File: src/rtl/gerenciador_slots_pkg.sv
// Shared definitions for the slot manager: opcodes, FSM states and width helpers.
package gerenciador_slots_pkg;

  localparam logic OP_ATUALIZAR = 1'b0;
  localparam logic OP_DESATIVAR = 1'b1;

  typedef enum logic [1:0] {
    ST_IDLE      = 2'd0,
    ST_COMPARAR  = 2'd1,
    ST_RESPONDER = 2'd2
  } estado_t;

  function automatic int unsigned idx_w(input int unsigned n);
    return (n > 1) ? $clog2(n) : 1;
  endfunction

endpackage

File: src/rtl/codificador_prioridade.sv
// Lowest-index priority encoder: returns the index of the lowest set bit and a found flag.
module codificador_prioridade #(
  parameter int unsigned WIDTH = 8,
  parameter int unsigned IDX_W = 3
) (
  input  logic [WIDTH-1:0] vetor,
  output logic [IDX_W-1:0] idx,
  output logic             encontrado
);

  // Scan high to low so the lowest set bit is the last one written.
  always_comb begin
    idx        = '0;
    encontrado = 1'b0;
    for (int i = WIDTH - 1; i >= 0; i--) begin
      if (vetor[i]) begin
        idx        = IDX_W'(i);
        encontrado = 1'b1;
      end
    end
  end

endmodule

File: src/rtl/gerenciador_slots.sv
// Slot manager: associative address table with lookup-or-allocate and release requests.
// Optional per-slot aging is compiled in with the macro GERENCIADOR_SLOTS_AGING_EN.
module gerenciador_slots
  import gerenciador_slots_pkg::*;
#(
  parameter int unsigned NUM_SLOTS = 8,
  parameter int unsigned ADR_WIDTH = 5,
  parameter int unsigned AGE_WIDTH = 8,
  localparam int unsigned IDX_W = idx_w(NUM_SLOTS),
  localparam int unsigned CNT_W = $clog2(NUM_SLOTS + 1)
) (
  input  logic                 clk,
  input  logic                 rst_n,
  input  logic                 req_valid_in,
  output logic                 req_ready_out,
  input  logic                 req_op_in,
  input  logic [ADR_WIDTH-1:0] req_endereco_in,
  input  logic                 flush_in,
  output logic                 resp_valid_out,
  output logic [NUM_SLOTS-1:0] resp_habilitar_out,
  output logic [IDX_W-1:0]     resp_idx_out,
  output logic                 resp_hit_out,
  output logic                 resp_fail_out,
  output logic [NUM_SLOTS-1:0] slot_ativo_out,
  output logic [CNT_W-1:0]     ocupacao_out,
  output logic                 cheio_out,
  output logic                 vazio_out,
  output logic                 expirou_valid_out,
  output logic [IDX_W-1:0]     expirou_idx_out
);

  if (NUM_SLOTS < 2 || NUM_SLOTS > 64) begin : g_chk_slots
    $error("NUM_SLOTS must be in 2..64");
  end
  if (AGE_WIDTH < 1) begin : g_chk_age
    $error("AGE_WIDTH must be at least 1");
  end

  estado_t                estado_q;
  logic                   op_q;
  logic [ADR_WIDTH-1:0]   adr_q;
  logic [NUM_SLOTS-1:0]   valido_q;
  logic [ADR_WIDTH-1:0]   endereco_q [NUM_SLOTS];
  logic [CNT_W-1:0]       ocupacao_q;
  logic                   resp_valid_q;
  logic                   resp_hit_q;
  logic                   resp_fail_q;
  logic [NUM_SLOTS-1:0]   resp_habilitar_q;
  logic [IDX_W-1:0]       resp_idx_q;

  logic [NUM_SLOTS-1:0]   hit_vec;
  logic [IDX_W-1:0]       hit_idx;
  logic                   hit_found;
  logic [IDX_W-1:0]       livre_idx;
  logic                   livre_found;

  always_comb begin
    hit_vec = '0;
    for (int i = 0; i < NUM_SLOTS; i++) begin
      hit_vec[i] = valido_q[i] && (endereco_q[i] == adr_q);
    end
  end

  codificador_prioridade #(
    .WIDTH (NUM_SLOTS),
    .IDX_W (IDX_W)
  ) u_enc_hit (
    .vetor      (hit_vec),
    .idx        (hit_idx),
    .encontrado (hit_found)
  );

  codificador_prioridade #(
    .WIDTH (NUM_SLOTS),
    .IDX_W (IDX_W)
  ) u_enc_livre (
    .vetor      (~valido_q),
    .idx        (livre_idx),
    .encontrado (livre_found)
  );

`ifdef GERENCIADOR_SLOTS_AGING_EN
  logic [AGE_WIDTH-1:0]   idade_q [NUM_SLOTS];
  logic [NUM_SLOTS-1:0]   expira_vec;
  logic [IDX_W-1:0]       expira_idx;
  logic                   expira_found;
  logic                   expirou_valid_q;
  logic [IDX_W-1:0]       expirou_idx_q;

  always_comb begin
    expira_vec = '0;
    for (int i = 0; i < NUM_SLOTS; i++) begin
      expira_vec[i] = valido_q[i] && (&idade_q[i]);
    end
  end

  codificador_prioridade #(
    .WIDTH (NUM_SLOTS),
    .IDX_W (IDX_W)
  ) u_enc_expira (
    .vetor      (expira_vec),
    .idx        (expira_idx),
    .encontrado (expira_found)
  );

  assign expirou_valid_out = expirou_valid_q;
  assign expirou_idx_out   = expirou_idx_q;
`else
  assign expirou_valid_out = 1'b0;
  assign expirou_idx_out   = '0;
`endif

  // Comparison and table update share the edge leaving ST_COMPARAR, so the table state
  // seen during the response pulse already reflects the request.
  always_ff @(posedge clk or negedge rst_n) begin
    if (!rst_n) begin
      estado_q         <= ST_IDLE;
      op_q             <= OP_ATUALIZAR;
      adr_q            <= '0;
      valido_q         <= '0;
      ocupacao_q       <= '0;
      resp_valid_q     <= 1'b0;
      resp_hit_q       <= 1'b0;
      resp_fail_q      <= 1'b0;
      resp_habilitar_q <= '0;
      resp_idx_q       <= '0;
      for (int i = 0; i < NUM_SLOTS; i++) endereco_q[i] <= '0;
`ifdef GERENCIADOR_SLOTS_AGING_EN
      for (int i = 0; i < NUM_SLOTS; i++) idade_q[i] <= '0;
      expirou_valid_q <= 1'b0;
      expirou_idx_q   <= '0;
`endif
    end else begin
      resp_valid_q     <= 1'b0;
      resp_hit_q       <= 1'b0;
      resp_fail_q      <= 1'b0;
      resp_habilitar_q <= '0;
      resp_idx_q       <= '0;
`ifdef GERENCIADOR_SLOTS_AGING_EN
      expirou_valid_q <= 1'b0;
      expirou_idx_q   <= '0;
      for (int i = 0; i < NUM_SLOTS; i++) begin
        if (valido_q[i] && !(&idade_q[i])) idade_q[i] <= idade_q[i] + 1'b1;
      end
`endif
      if (flush_in) begin
        estado_q   <= ST_IDLE;
        valido_q   <= '0;
        ocupacao_q <= '0;
      end else begin
        unique case (estado_q)
          ST_IDLE: begin
            if (req_valid_in) begin
              op_q     <= req_op_in;
              adr_q    <= req_endereco_in;
              estado_q <= ST_COMPARAR;
            end
`ifdef GERENCIADOR_SLOTS_AGING_EN
            if (expira_found) begin
              valido_q[expira_idx] <= 1'b0;
              if (ocupacao_q != '0) ocupacao_q <= ocupacao_q - 1'b1;
              expirou_valid_q <= 1'b1;
              expirou_idx_q   <= expira_idx;
            end
`endif
          end
          ST_COMPARAR: begin
            estado_q     <= ST_RESPONDER;
            resp_valid_q <= 1'b1;
            if (op_q == OP_ATUALIZAR) begin
              if (hit_found) begin
                resp_hit_q       <= 1'b1;
                resp_habilitar_q <= hit_vec;
                resp_idx_q       <= hit_idx;
`ifdef GERENCIADOR_SLOTS_AGING_EN
                idade_q[hit_idx] <= '0;
`endif
              end else if (livre_found) begin
                resp_habilitar_q      <= NUM_SLOTS'(1) << livre_idx;
                resp_idx_q            <= livre_idx;
                valido_q[livre_idx]   <= 1'b1;
                endereco_q[livre_idx] <= adr_q;
                if (ocupacao_q != CNT_W'(NUM_SLOTS)) ocupacao_q <= ocupacao_q + 1'b1;
`ifdef GERENCIADOR_SLOTS_AGING_EN
                idade_q[livre_idx] <= '0;
`endif
              end else begin
                resp_fail_q <= 1'b1;
              end
            end else if (hit_found) begin
              resp_hit_q        <= 1'b1;
              resp_habilitar_q  <= hit_vec;
              resp_idx_q        <= hit_idx;
              valido_q[hit_idx] <= 1'b0;
              if (ocupacao_q != '0) ocupacao_q <= ocupacao_q - 1'b1;
            end
          end
          ST_RESPONDER: estado_q <= ST_IDLE;
          default:      estado_q <= ST_IDLE;
        endcase
      end
    end
  end

  assign req_ready_out      = (estado_q == ST_IDLE) && !flush_in;
  assign resp_valid_out     = resp_valid_q;
  assign resp_hit_out       = resp_hit_q;
  assign resp_fail_out      = resp_fail_q;
  assign resp_habilitar_out = resp_habilitar_q;
  assign resp_idx_out       = resp_idx_q;
  assign slot_ativo_out     = valido_q;
  assign ocupacao_out       = ocupacao_q;
  assign cheio_out          = (ocupacao_q == CNT_W'(NUM_SLOTS));
  assign vazio_out          = (ocupacao_q == '0);

endmodule

File: config.mk
export PLATFORM = sky130hd
export DESIGN_NAME = gerenciador_slots
export DESIGN_NICKNAME = d
export VERILOG_FILES = /design/src/rtl/gerenciador_slots_pkg.sv /design/src/rtl/codificador_prioridade.sv /design/src/rtl/gerenciador_slots.sv
export SDC_FILE = /design/constraint.sdc
export NUM_CORES = 1
export LEC_CHECK = 0
export CAP_MARGIN = 20
export CORE_UTILIZATION = 60
export CTS_BUF_LIST = sky130_fd_sc_hd__clkbuf_4 sky130_fd_sc_hd__clkbuf_8 sky130_fd_sc_hd__clkbuf_16
export DETAILED_ROUTE_END_ITERATION = 16
export GPL_TIMING_DRIVEN = 0
export PLACE_DENSITY = 0.91
export SYNTH_ARGS = -nofsm -noshare
export SYNTH_HDL_FRONTEND = slang
export SYNTH_SLANG_ARGS = --single-unit
File: constraint.sdc
create_clock -name clk -period 3.8 [get_ports clk]
set_input_delay 1.14 -clock clk [delete_from_list [all_inputs] [get_ports clk]]
set_output_delay 1.14 -clock clk [all_outputs]
set_load 0.005 [all_outputs]
Word-level counts from Yosys, hierarchy flattened

Index checks and enable logic that the tools add are counted.

Add/subtract/negate cells: 2
$lt $le $gt $ge: 6
Eq/ne operators: 15
Shift-type cells: 1
Multiplexer cells: 78
Bitwise operators: 8
Reduce and logical (&&, ||, !) cells: 23

Operators by type and width:

| operator              | count |
|---|---|
| $mux W8               | 12 |
| $mux W3               | 22 |
| $bwmux W40            | 1 |
| $eq A5 B5 Y1          | 8 |
| $mux W4               | 8 |
| $mux W1               | 28 |
| $not A8 Y8            | 2 |
| $demux W5 S3          | 1 |
| $logic_and A1 B1 Y1   | 12 |
| $and A8 B8 Y8         | 1 |
| $lt A3 B4 Y1 const B  | 2 |
| $or A8 B8 Y8          | 1 |
| $shl A1 B3 Y8 const A | 1 |
| $demux W1 S3          | 2 |
| $ge A3 B1 Y1 const B  | 2 |
| $ne A3 B2 Y1 const B  | 2 |
| $ne A3 B3 Y1 const B  | 2 |
| $reduce_and A6 Y1     | 1 |
| $reduce_bool A3 Y1    | 2 |
| $mux W5               | 1 |
| $reduce_and A5 Y1     | 1 |
| $add A4 B1 Y4 const B | 1 |
| $eq A4 B4 Y1 const B  | 1 |
| $ge A4 B4 Y1 const B  | 1 |
| 15 further kinds      | 18 |

Register bits after elaboration: 74
Word-level logic and storage cells: 151

Depth between registers and ports, before layout

Gate-level depths: netlist of run 1.

Depth after elaboration: 20
Mapped depth: 11
Mapped depth without buffers: 7

Cells and area by module

A second synthesis of run 1 with hierarchy kept.

Cell total of the unflattened synthesis: 339
Area total of the unflattened synthesis: 3792.4 um^2

By module, submodules not included:

| module                 | times used | cells an instance | area an instance (um^2) |
|---|---|---|---|
| gerenciador_slots      | 1          | 313               | 3632.2 |
| codificador_prioridade | 2          | 13                | 80.1 |

Worst setup path after synthesis of run 1

OpenSTA, ideal clock, no wires.

Path type: input -> register
Start: in flush_in
End: reg endereco_q[15] in the netlist's numbering
Arrival: 2560 ps
Required time: 3675 ps
Slack: 1115 ps
Stages: 6
Cell sequence: inv_1 > nand2_1 > nor3_2 > nand4_1 > nor2_1 > mux2_2

Word-level cells in the longest chain between the ends: 2

RTL lines:

| item                               | RTL line                 | source |
|---|---|---|
| from (decl)                        | gerenciador_slots.sv:18  | `input logic flush_in,` |
| $not A1 Y1 (no source line)        | -                        |  |
| $reduce_and A5 Y1 (no source line) | -                        |  |
| to (signal, indexed assignment)    | gerenciador_slots.sv:182 | `endereco_q[livre_idx] <= adr_q;` |
| to (decl)                          | gerenciador_slots.sv:43  | `logic [ADR_WIDTH-1:0] endereco_q [NUM_SLOTS];` |

No other way between the ends.
A chain may end at the register's enable or synchronous reset.

Final worst setup path of run 1

Start: in flush_in
End: out req_ready_out

Word-level cells in the longest chain between the ends: 2

RTL lines:

| item                | RTL line                 | source |
|---|---|---|
| $logic_not A1 Y1    | gerenciador_slots.sv:205 | `assign req_ready_out = (estado_q == ST_IDLE) && !flush_in;` |
| $logic_and A1 B1 Y1 | gerenciador_slots.sv:205 |  |
| to (decl)           | gerenciador_slots.sv:15  | `output logic req_ready_out,` |

No other way between the ends.

==> impl_results.md, run 1 <==
- Count leader, synth: dfrtp_1
- Chip Width: 83.0 µm
- Ports: 43
- Pwr per Cell Area: 425 nW/µm²
- Synth Area in Compound Gates: 8.23%
- Die area: 6890 µm²
- Crit-path max FO: 6
- Critical Path RT: 2660 ps
- Type of origin of the critical path: primary input
- Cell taking the most area after synthesis: dfrtp_1
- Fraction of layout cells with a size suffix above 1: 24.5%
- Via density: 6.03
- HP Class: reg2reg
- Largest family of logic cells by synthesized area: simple AND/OR/NAND/NOR gates
- Total power: 1.97 mW
- Setup Viol. Count Final: 0
- Setup TNS: 0 ps
- Post-CTS Setup Repair Bufs: 0
- PortBufs: 38
- GP Congestion: 0.891
- Drt wl/cell: 17.5 µm
- Synth cell types: 58
- Primary FF master, synth: dfrtp_1
- Final wirelength: 8.37 mm
- Inst Count DP: 461
- Share of the synthesized area in the top cell type: 47.0%
- Tightest Pin Transition: 999 ps
- Yosys warns: 0
- Cell count after synthesis: 343
- Post-synthesis adder-cell area fraction: 1.14%
- Drt first pass iters: 4
- Initial antenna violation count: 0
- R2R setup slack: 740 ps
- # DRC: 0
- Ant diodes: 0
- Synth top cells by count: dfrtp_1 (74), mux2_2 (46), xor2_1 (30)
- Post-synthesis simple-gate area fraction: 15.4%
- Gr usage total: 26.4%
- Clock transition at path regs: 80 ps
- Remaining antenna violation count: 0
- Clk_skew: 8.25 ps
- Via count: 2874
- P_leak: 2.15 nW
- Sequential fraction of the synthesis area: 47.0%
- Area contributors post-synth: dfrtp_1 (47%), mux2_2 (13%), xor2_1 (6.7%), xnor2_1 (2.4%), nor4_1 (1.6%)
- CTS Hold Bufs: 0
- Pins Over Slew Limit: 0
- H-tree depth: 3
- Detailed placement HPWL: 5.98 mm
- Synth Register Bits: 74
- Minimum clock period: 3710 ps
- CP Data Arrival Time: 2570 ps
- Xor and xnor area share after synthesis: 9.12%
- Die H: 83.0 µm
- Non-Filler Instances: 477
- Area grow syn2layout: 17.4%
- Outcome: complete, no violations
- Grt ovf: 0
- Post-synth EDFFs: 0
- Longest Clk Path Bufs: 2
- Cell Rows: 29
- Setup CP Type: in2out
- Nets: 408
- Crit end category: output port
- Hold_ws: 519 ps
- CTS Root Cell: clkbuf_8
- Post-synthesis mux area share: 14.2%
- Cell Area, Synth: 3940 µm²
- Global-route wire length before repair: 14.2 mm
- Total CTS buffers: 9
- Total of max-cap violations: 0
- Fin util: 72.8%
- Initial Utilization: 62.0%
- Slew margin rel.: 33.4%
- Fmax: 270 MHz
- CTS tree: done
- Area of the core: 6350 µm²
- Clk sink count: 74
- Post-synthesis average cell area: 11.5 µm²
- DRT iter0 DRCs: 195
- RSZ-0062 raised after global routing: false
- Largest net degree at the start of global routing: 75
- Max IR drop VDD: 0.333 mV
- Fin crit share: 97.6%
- Asr flop ratio synth: 100%
- Latest clock arrival within the worst-skew pair: 350 ps
- CTS resizes: 0
- Vias in the first global route: 2869
- Endpoints failing hold: 0
## cell families (layout without fill, tap and decap cells)
logic type / Yosys count / count (layout)
DFF: 74 / 74
and+or+nand+nor: 98 / 98
other: 1 / 4
AOI/OAI and AO/OA: 44 / 44
adders and majority gates: 3 / 3
xor gates and xnor gates: 41 / 41
muxes: 50 / 50
buffers and inverters: 32 / 86
## critical path, stage by stage
cell	delay (ps)
clkdlybuf4s50_1	570
nor3_1	300
clkdlybuf4s50_1	550
## state kept, by name, indices dropped and copies added (netlist names)
register,flops
endereco_q,40
ocupacao_out,4
slot_ativo_out,8
op_q,1
resp_fail_out,1
adr_q,5
estado_q,2
resp_valid_out,1
resp_hit_out,1
resp_habilitar_out,8
resp_idx_out,3
## layout make-up
cell class              count  area, µm²
clock buffers               9        124
inverters                   8       30.0
well taps                  77       96.3
fillers                   449       1730
clock inverters             7       76.3
repair buffers             38        378
plain buffers              24        156
flip-flops and latches     74       1850
multi-input cells         240       1910
## metal layers
metal | vias to the layer above | global-route usage, % | routed length [µm]
li1 | 1332 | - | -
met5 | - | 0 | 0
met3 | 20 | 5.96 | 428
met1 | 1411 | 33.8 | 3590
met2 | 111 | 44.0 | 4200
met4 | 0 | 9.87 | 146
## through the flow
step,instance area (µm²),setup slack [ps]
floorplan,3950,1120
global placement,4430,-752
detailed placement,4420,-29.4
CTS,4620,101
global route,4620,39.2
finish,4620,90.0
## layout by cell type, fill, tap and decap left out, types with 4 or more instances in the layout
cell             Yosys  routed
nor4_1              10      10
conb_1               1       4
clkdlybuf4s50_1      0      37
nand4_1              8       8
buf_6                5       5
xor2_1              30      30
xnor2_1             11      11
nor3_2               4       4
a21oi_1              9       9
dfrtp_1             74      74
and3_1               8       8
inv_1                8       8
buf_2                8       8
buf_4                5       6
nor2_1               9       9
mux2_2              46      46
nor3_1               8       8
nand3_1             11      11
clkbuf_8             0       9
nand2b_1             8       8
clkbuf_1             6       6
o21ai_0              7       7
nand2_1             13      13
## final timing paths
| kind | start | to | cells after the start |
|---|---|---|---|
| max in group asynchronous | rst_n | ocupacao_out[2]$_DFFE_PN0P_ | 1 |
| hold reg to reg | endereco_q[39]$_DFFE_PN0P_ | endereco_q[39]$_DFFE_PN0P_ | 1 |
| min in group asynchronous | rst_n | ocupacao_out[0]$_DFFE_PN0P_ | 1 |
| setup reg to reg | adr_q[3]$_DFFE_PN0P_ | slot_ativo_out[1]$_DFFE_PN0P_ | 8 |
| setup / recovery | flush_in | req_ready_out | 3 |
| hold / removal | endereco_q[39]$_DFFE_PN0P_ | endereco_q[39]$_DFFE_PN0P_ | 1 |
## report_power, final
part           internal (mW)  switching, mW
Sequential             0.845         0.0474
Clock                  0.307          0.317
Combinational          0.214          0.234
(Power assumes the default switching activity.)
==> inputs of run 2 (changes only) <==
SETUP_SLACK_MARGIN = 0.5   (was unset)
SLEW_MARGIN = 20   (was unset)
==> impl_results.md, run 2 (synthesis gave the netlist of run 1 again) <==
- CTS Root Cell: clkbuf_8 (unchanged)
- Pre-CTS setup slack: -24.6 ps (was -29.4 ps)
- Critical Path Source: flush_in (unchanged)
- CTS tree: done (unchanged)
- RSZ-0062 raised after global routing: true (was false)
- DRT iter0 DRCs: 194 (was 195)
- Gr usage total: 26.9% (was 26.4%)
- Ant diodes: 0 (unchanged)
- Global-route wire length before repair: 14.4 mm (was 14.2 mm)
- Drt wl/cell: 18.2 µm (was 17.5 µm)
- Largest net degree at the start of global routing: 46 (was 75)
- Crit end category: flop (was output port)
- Outcome: complete, no violations (unchanged)
- CTS Hold Bufs: 0 (unchanged)
- P_leak: 2.17 nW (was 2.15 nW)
- Initial Utilization: 62.0% (unchanged)
- R2R setup slack: 790 ps (was 740 ps)
- Crit-path max FO: 8 (was 6)
- Pins Over Slew Limit: 0 (unchanged)
- Area of the core: 6350 µm² (unchanged)
- Hold path start: endereco_q[39]$_DFFE_PN0P_ (unchanged)
- H-tree depth: 3 (unchanged)
- Fraction of layout cells with a size suffix above 1: 24.9% (was 24.5%)
- Pwr per Cell Area: 427 nW/µm² (was 425 nW/µm²)
- Setup Viol. Count Final: 0 (unchanged)
- Die H: 83.0 µm (unchanged)
- Via density: 6.13 (was 6.03)
- Fmax: 304 MHz (was 270 MHz)
- FF-to-FF path depth: 8 (unchanged)
- PortBufs: 38 (unchanged)
- Drt first pass iters: 8 (was 4)
- Longest Clk Path Bufs: 2 (unchanged)
- Setup CP Type: in2reg (was in2out)
- Via count: 2931 (was 2874)
- Grt ovf: 0 (unchanged)
- Layout fillers: 450 (was 449)
- Area grow syn2layout: 18.0% (was 17.4%)
- Reg-to-Reg Start: adr_q[3]$_DFFE_PN0P_ (unchanged)
- Tightest Pin Transition: 979 ps (was 999 ps)
- Slew margin rel.: 34.7% (was 33.4%)
- Setup TNS: 0 ps (unchanged)
- Critical Path RT: 4050 ps (was 2660 ps)
- Max IR drop VDD: 0.314 mV (was 0.333 mV)
- Latest clock arrival within the worst-skew pair: 360 ps (was 350 ps)
- Ports: 43 (unchanged)
- Commonest non-fill, non-tap cells in the layout: dfrtp_1 (74), mux2_2 (46), clkdlybuf4s50_1 (35) (was dfrtp_1 (74), mux2_2 (46), clkdlybuf4s50_1 (37))
- Clk sink count: 74 (unchanged)
- # DRC: 0 (unchanged)
- GP Congestion: 0.891 (unchanged)
- Final WS setup: 515 ps (was 90.0 ps)
- CP Data Arrival Time: 3540 ps (was 2570 ps)
- Endpoints failing hold: 0 (unchanged)
- Initial antenna violation count: 0 (unchanged)
- Chip Width: 83.0 µm (unchanged)
- Cell Rows: 29 (unchanged)
- Remaining antenna violation count: 0 (unchanged)
- Clock transition at path regs: 80 ps (about the same)
- Nets: 409 (was 408)
- Hold_ws: 515 ps (was 519 ps)
- HP Class: reg2reg (unchanged)
- Clk_skew: 11.4 ps (was 8.25 ps)
- Total of max-cap violations: 0 (unchanged)
- Min-Delay Path Depth: 1 (unchanged)
- Detailed placement HPWL: 6.14 mm (was 5.98 mm)
- Total CTS buffers: 9 (unchanged)
- Fin crit share: 86.4% (was 97.6%)
- Vias in the first global route: 2933 (was 2869)
- Max reg flops: 40 (unchanged)
- Minimum clock period: 3280 ps (was 3710 ps)
- Type of origin of the critical path: primary input (unchanged)
- Die area: 6890 µm² (unchanged)
- Most flops, register: endereco_q (unchanged)
- Post-CTS Setup Repair Bufs: 0 (unchanged)
- Most common cell after layout, fill and taps aside: dfrtp_1 (unchanged)
- Final wirelength: 8.69 mm (was 8.37 mm)
[run 2: routing by layer]
metal  vias to the layer above  share of wire, %  global-route usage, %
li1                       1339                 -                      -
met5                         -                 0                      0
met3                        26               5.0                   5.27
met4                         0               2.4                   13.0
met2                       126                50                   45.0
met1                      1440                43                   33.6
[run 2: path summary, 6_finish.rpt]
path / to
hold / removal: endereco_q[39]$_DFFE_PN0P_
setup / recovery: endereco_q[14]$_DFFE_PN0P_
min in group asynchronous: resp_habilitar_out[6]$_DFF_PN0_
hold reg to reg: endereco_q[39]$_DFFE_PN0P_
max in group asynchronous: endereco_q[28]$_DFFE_PN0P_
setup reg to reg: slot_ativo_out[1]$_DFFE_PN0P_
[run 2: repair_timing]
item / in CTS / in global routing
gates resized for setup: 3 / 0
hold endpoints to repair: 0 / 0
pin swaps: 1 / 0
endpoints found under the setup margin: 21 / 20
[run 2: critical path: stages]
cell	delay [ps]
dlygate4sd2_1	340
inv_1	290
nand2_1	240
nor3_2	340
nand4_1	250
nor2_1	520
mux2_2	400
[run 2: power breakdown]
part / internal (mW) / switching, mW / leakage (nW)
clock network: 0.307 / 0.325 / 0.0998
logic: 0.216 / 0.238 / 1.06
registers: 0.845 / 0.0520 / 1.01
[run 2: through the flow]
step	cells	cell area (µm²)	total power, mW	utilization [%]
after global placement	461	4430	1.34	69.7
after global routing	478	4650	2.06	73.2
after CTS	478	4650	1.98	73.2
after detailed placement	462	4440	1.36	70.0
final	478	4650	1.98	73.2
after floorplan	346	3950	1.21	-
[run 2: layout make-up]
type                    count  area [µm²]  share of cell area [%]
plain buffers              24         156                    3.37
clock buffers               9         124                    2.67
clock inverters             7        77.6                    1.67
inverters                   8        30.0                   0.646
multi-input cells         240        1920                    41.2
flip-flops and latches     74        1850                    39.8
well taps                  77        96.3                    2.07
repair buffers             39         395                    8.51
==> inputs of run 3 (changes only) <==
CORE_ASPECT_RATIO = 0.75   (was unset)
CORE_UTILIZATION = 61   (was 60)
PLACE_DENSITY = 0.92   (was 0.91)
==> impl_results.md, run 3 (synthesis gave the netlist of run 1 again) <==
- Minimum clock period: 3260 ps (was 3280 ps)
- Fmax: 307 MHz (was 304 MHz)
- CTS Root Cell: clkbuf_8 (unchanged)
- Pre-CTS setup slack: -56.9 ps (was -24.6 ps)
- Ant diodes: 0 (unchanged)
- Clk_skew: 8.95 ps (was 11.4 ps)
- Slew margin rel.: 28.5% (was 34.7%)
- Total of max-cap violations: 0 (unchanged)
- Post-CTS Setup Repair Bufs: 0 (unchanged)
- Drt first pass iters: 5 (was 8)
- Reg-to-Reg Start: adr_q[3]$_DFFE_PN0P_ (unchanged)
- Global-route wire length before repair: 14.7 mm (was 14.4 mm)
- P_leak: 2.16 nW (was 2.17 nW)
- Total power: 1.90 mW (was 1.98 mW)
- Endpoints failing hold: 0 (unchanged)
- Longest Clk Path Bufs: 2 (unchanged)
- Fin crit share: 85.7% (was 86.4%)
- Ports: 43 (unchanged)
- Commonest non-fill, non-tap cells in the layout: dfrtp_1 (74), mux2_2 (46), clkdlybuf4s50_1 (36) (was dfrtp_1 (74), mux2_2 (46), clkdlybuf4s50_1 (35))
- Pwr per Cell Area: 411 nW/µm² (was 427 nW/µm²)
- Most flops, register: endereco_q (unchanged)
- Crit path to: req_ready_out (was endereco_q[14]$_DFFE_PN0P_)
- Cell Rows: 24 (was 29)
- Final WS setup: 542 ps (was 515 ps)
- Nets: 409 (unchanged)
- Pins Over Slew Limit: 0 (unchanged)
- Critical Path RT: 2660 ps (was 4050 ps)
- Critical Path Source: flush_in (unchanged)
- Setup Viol. Count Final: 0 (unchanged)
- Most common cell after layout, fill and taps aside: dfrtp_1 (unchanged)
- Type of origin of the critical path: primary input (unchanged)
- Hold path start: endereco_q[38]$_DFFE_PN0P_ (was endereco_q[39]$_DFFE_PN0P_)
- Layout fillers: 420 (was 450)
- Total CTS buffers: 9 (unchanged)
- Clk sink count: 74 (unchanged)
- Area grow syn2layout: 17.6% (was 18.0%)
- Gr usage total: 28.9% (was 26.9%)
- Setup CP Type: in2out (was in2reg)
- Initial antenna violation count: 0 (unchanged)
- Die H: 71.6 µm (was 83.0 µm)
- Initial Utilization: 65.6% (was 62.0%)
- Via count: 2946 (was 2931)
- Non-Filler Instances: 478 (unchanged)
- Drt wl/cell: 18.7 µm (was 18.2 µm)
- R2R setup slack: 880 ps (was 790 ps)
- H-tree depth: 3 (unchanged)
- Via density: 6.16 (was 6.13)
- Largest net degree at the start of global routing: 51 (was 46)
- Max IR drop VDD: 0.276 mV (was 0.314 mV)
- Fraction of layout cells with a size suffix above 1: 25.3% (was 24.9%)
- Remaining antenna violation count: 0 (unchanged)
- PortBufs: 38 (unchanged)
- Die area: 6780 µm² (was 6890 µm²)
- Detailed placement HPWL: 6.40 mm (was 6.14 mm)
- GP Congestion: 0.968 (was 0.891)
- CP Data Arrival Time: 2120 ps (was 3540 ps)
- Clock transition at path regs: 70 ps (was 80 ps)
- Inst Count DP: 463 (was 462)
- Outcome: complete, no violations (unchanged)
- RSZ-0062 raised after global routing: true (unchanged)
- Crit-path max FO: 6 (was 8)
- Area occupied by registers: 1850 µm² (unchanged)
- Chip Width: 94.8 µm (was 83.0 µm)
- Tightest Pin Transition: 1070 ps (was 979 ps)
- HP Class: reg2reg (unchanged)
- FF-to-FF path depth: 8 (unchanged)
- Max reg flops: 40 (unchanged)
- CTS Hold Bufs: 0 (unchanged)
- DRT iter0 DRCs: 205 (was 194)
- # DRC: 0 (unchanged)
- Final wirelength: 8.93 mm (was 8.69 mm)
- Multi-input gate area: 1920 µm² (about the same)
- Vias in the first global route: 2940 (was 2933)
- Latest clock arrival within the worst-skew pair: 360 ps (about the same)
- Fin util: 77.1% (was 73.2%)
- Crit end category: output port (was flop)
- RR Endpoint: slot_ativo_out[1]$_DFFE_PN0P_ (unchanged)
- Area of the core: 6010 µm² (was 6350 µm²)
- CTS tree: done (unchanged)
- Grt ovf: 0 (unchanged)
-- run 3: how the worst min path moves through the flow --
stage / end / cells after the start / slack [ps]
after global routing: endereco_q[22]$_DFFE_PN0P_ / 1 / 540
after detailed placement: endereco_q[38]$_DFFE_PN0P_ / 1 / 510
after floorplan: endereco_q[38]$_DFFE_PN0P_ / 1 / 480
final: endereco_q[38]$_DFFE_PN0P_ / 1 / 520
after CTS: endereco_q[38]$_DFFE_PN0P_ / 1 / 520
after global placement: endereco_q[38]$_DFFE_PN0P_ / 1 / 490
-- run 3: what timing repair did --
item	4_1_cts	5_1_grt
endpoints found under the hold margin	0	0
setup endpoints to repair	22	15
pin swaps	1	0
cloned	0	0
resized for setup	4	1
-- run 3: final cells by class --
cell class                      instances  share of cell area, %
Multi-Input combinational cell        240                   41.4
Sequential cell                        74                   40.0
Timing Repair Buffer                   39                   8.78
Buffer                                 24                   3.38
Clock buffer                           10                   2.97
Tap cell                               78                   2.11
Clock inverter                          5                  0.676
Inverter                                8                  0.649
-- run 3: per-stage QoR --
step                area, µm²  hold slack, ps  TNS [ps]
finish                   4630             519         0
global placement         4430             493    -56460
floorplan                3950             484         0
CTS                      4630             522         0
global route             4630             540         0
detailed placement       4450             506      -391
-- run 3: report_power, final --
| part | total [mW] | switching, mW | internal [mW] |
|---|---|---|---|
| sequential | 0.896 | 0.0508 | 0.845 |
| clock | 0.544 | 0.295 | 0.248 |
| combinational | 0.462 | 0.244 | 0.218 |
-- run 3: critical path, stage by stage --
cell and delay, ps:
clkdlybuf4s15_2 260, nor3_2 180, clkdlybuf4s50_1 540
-- run 3: metal layers --
layer,up-vias,GRT usage (%),share of wire [%]
met3,22,7.96,7.4
met1,1456,39.1,43
met5,-,0,0
li1,1331,-,-
met4,0,9.43,1.4
met2,137,45.6,48
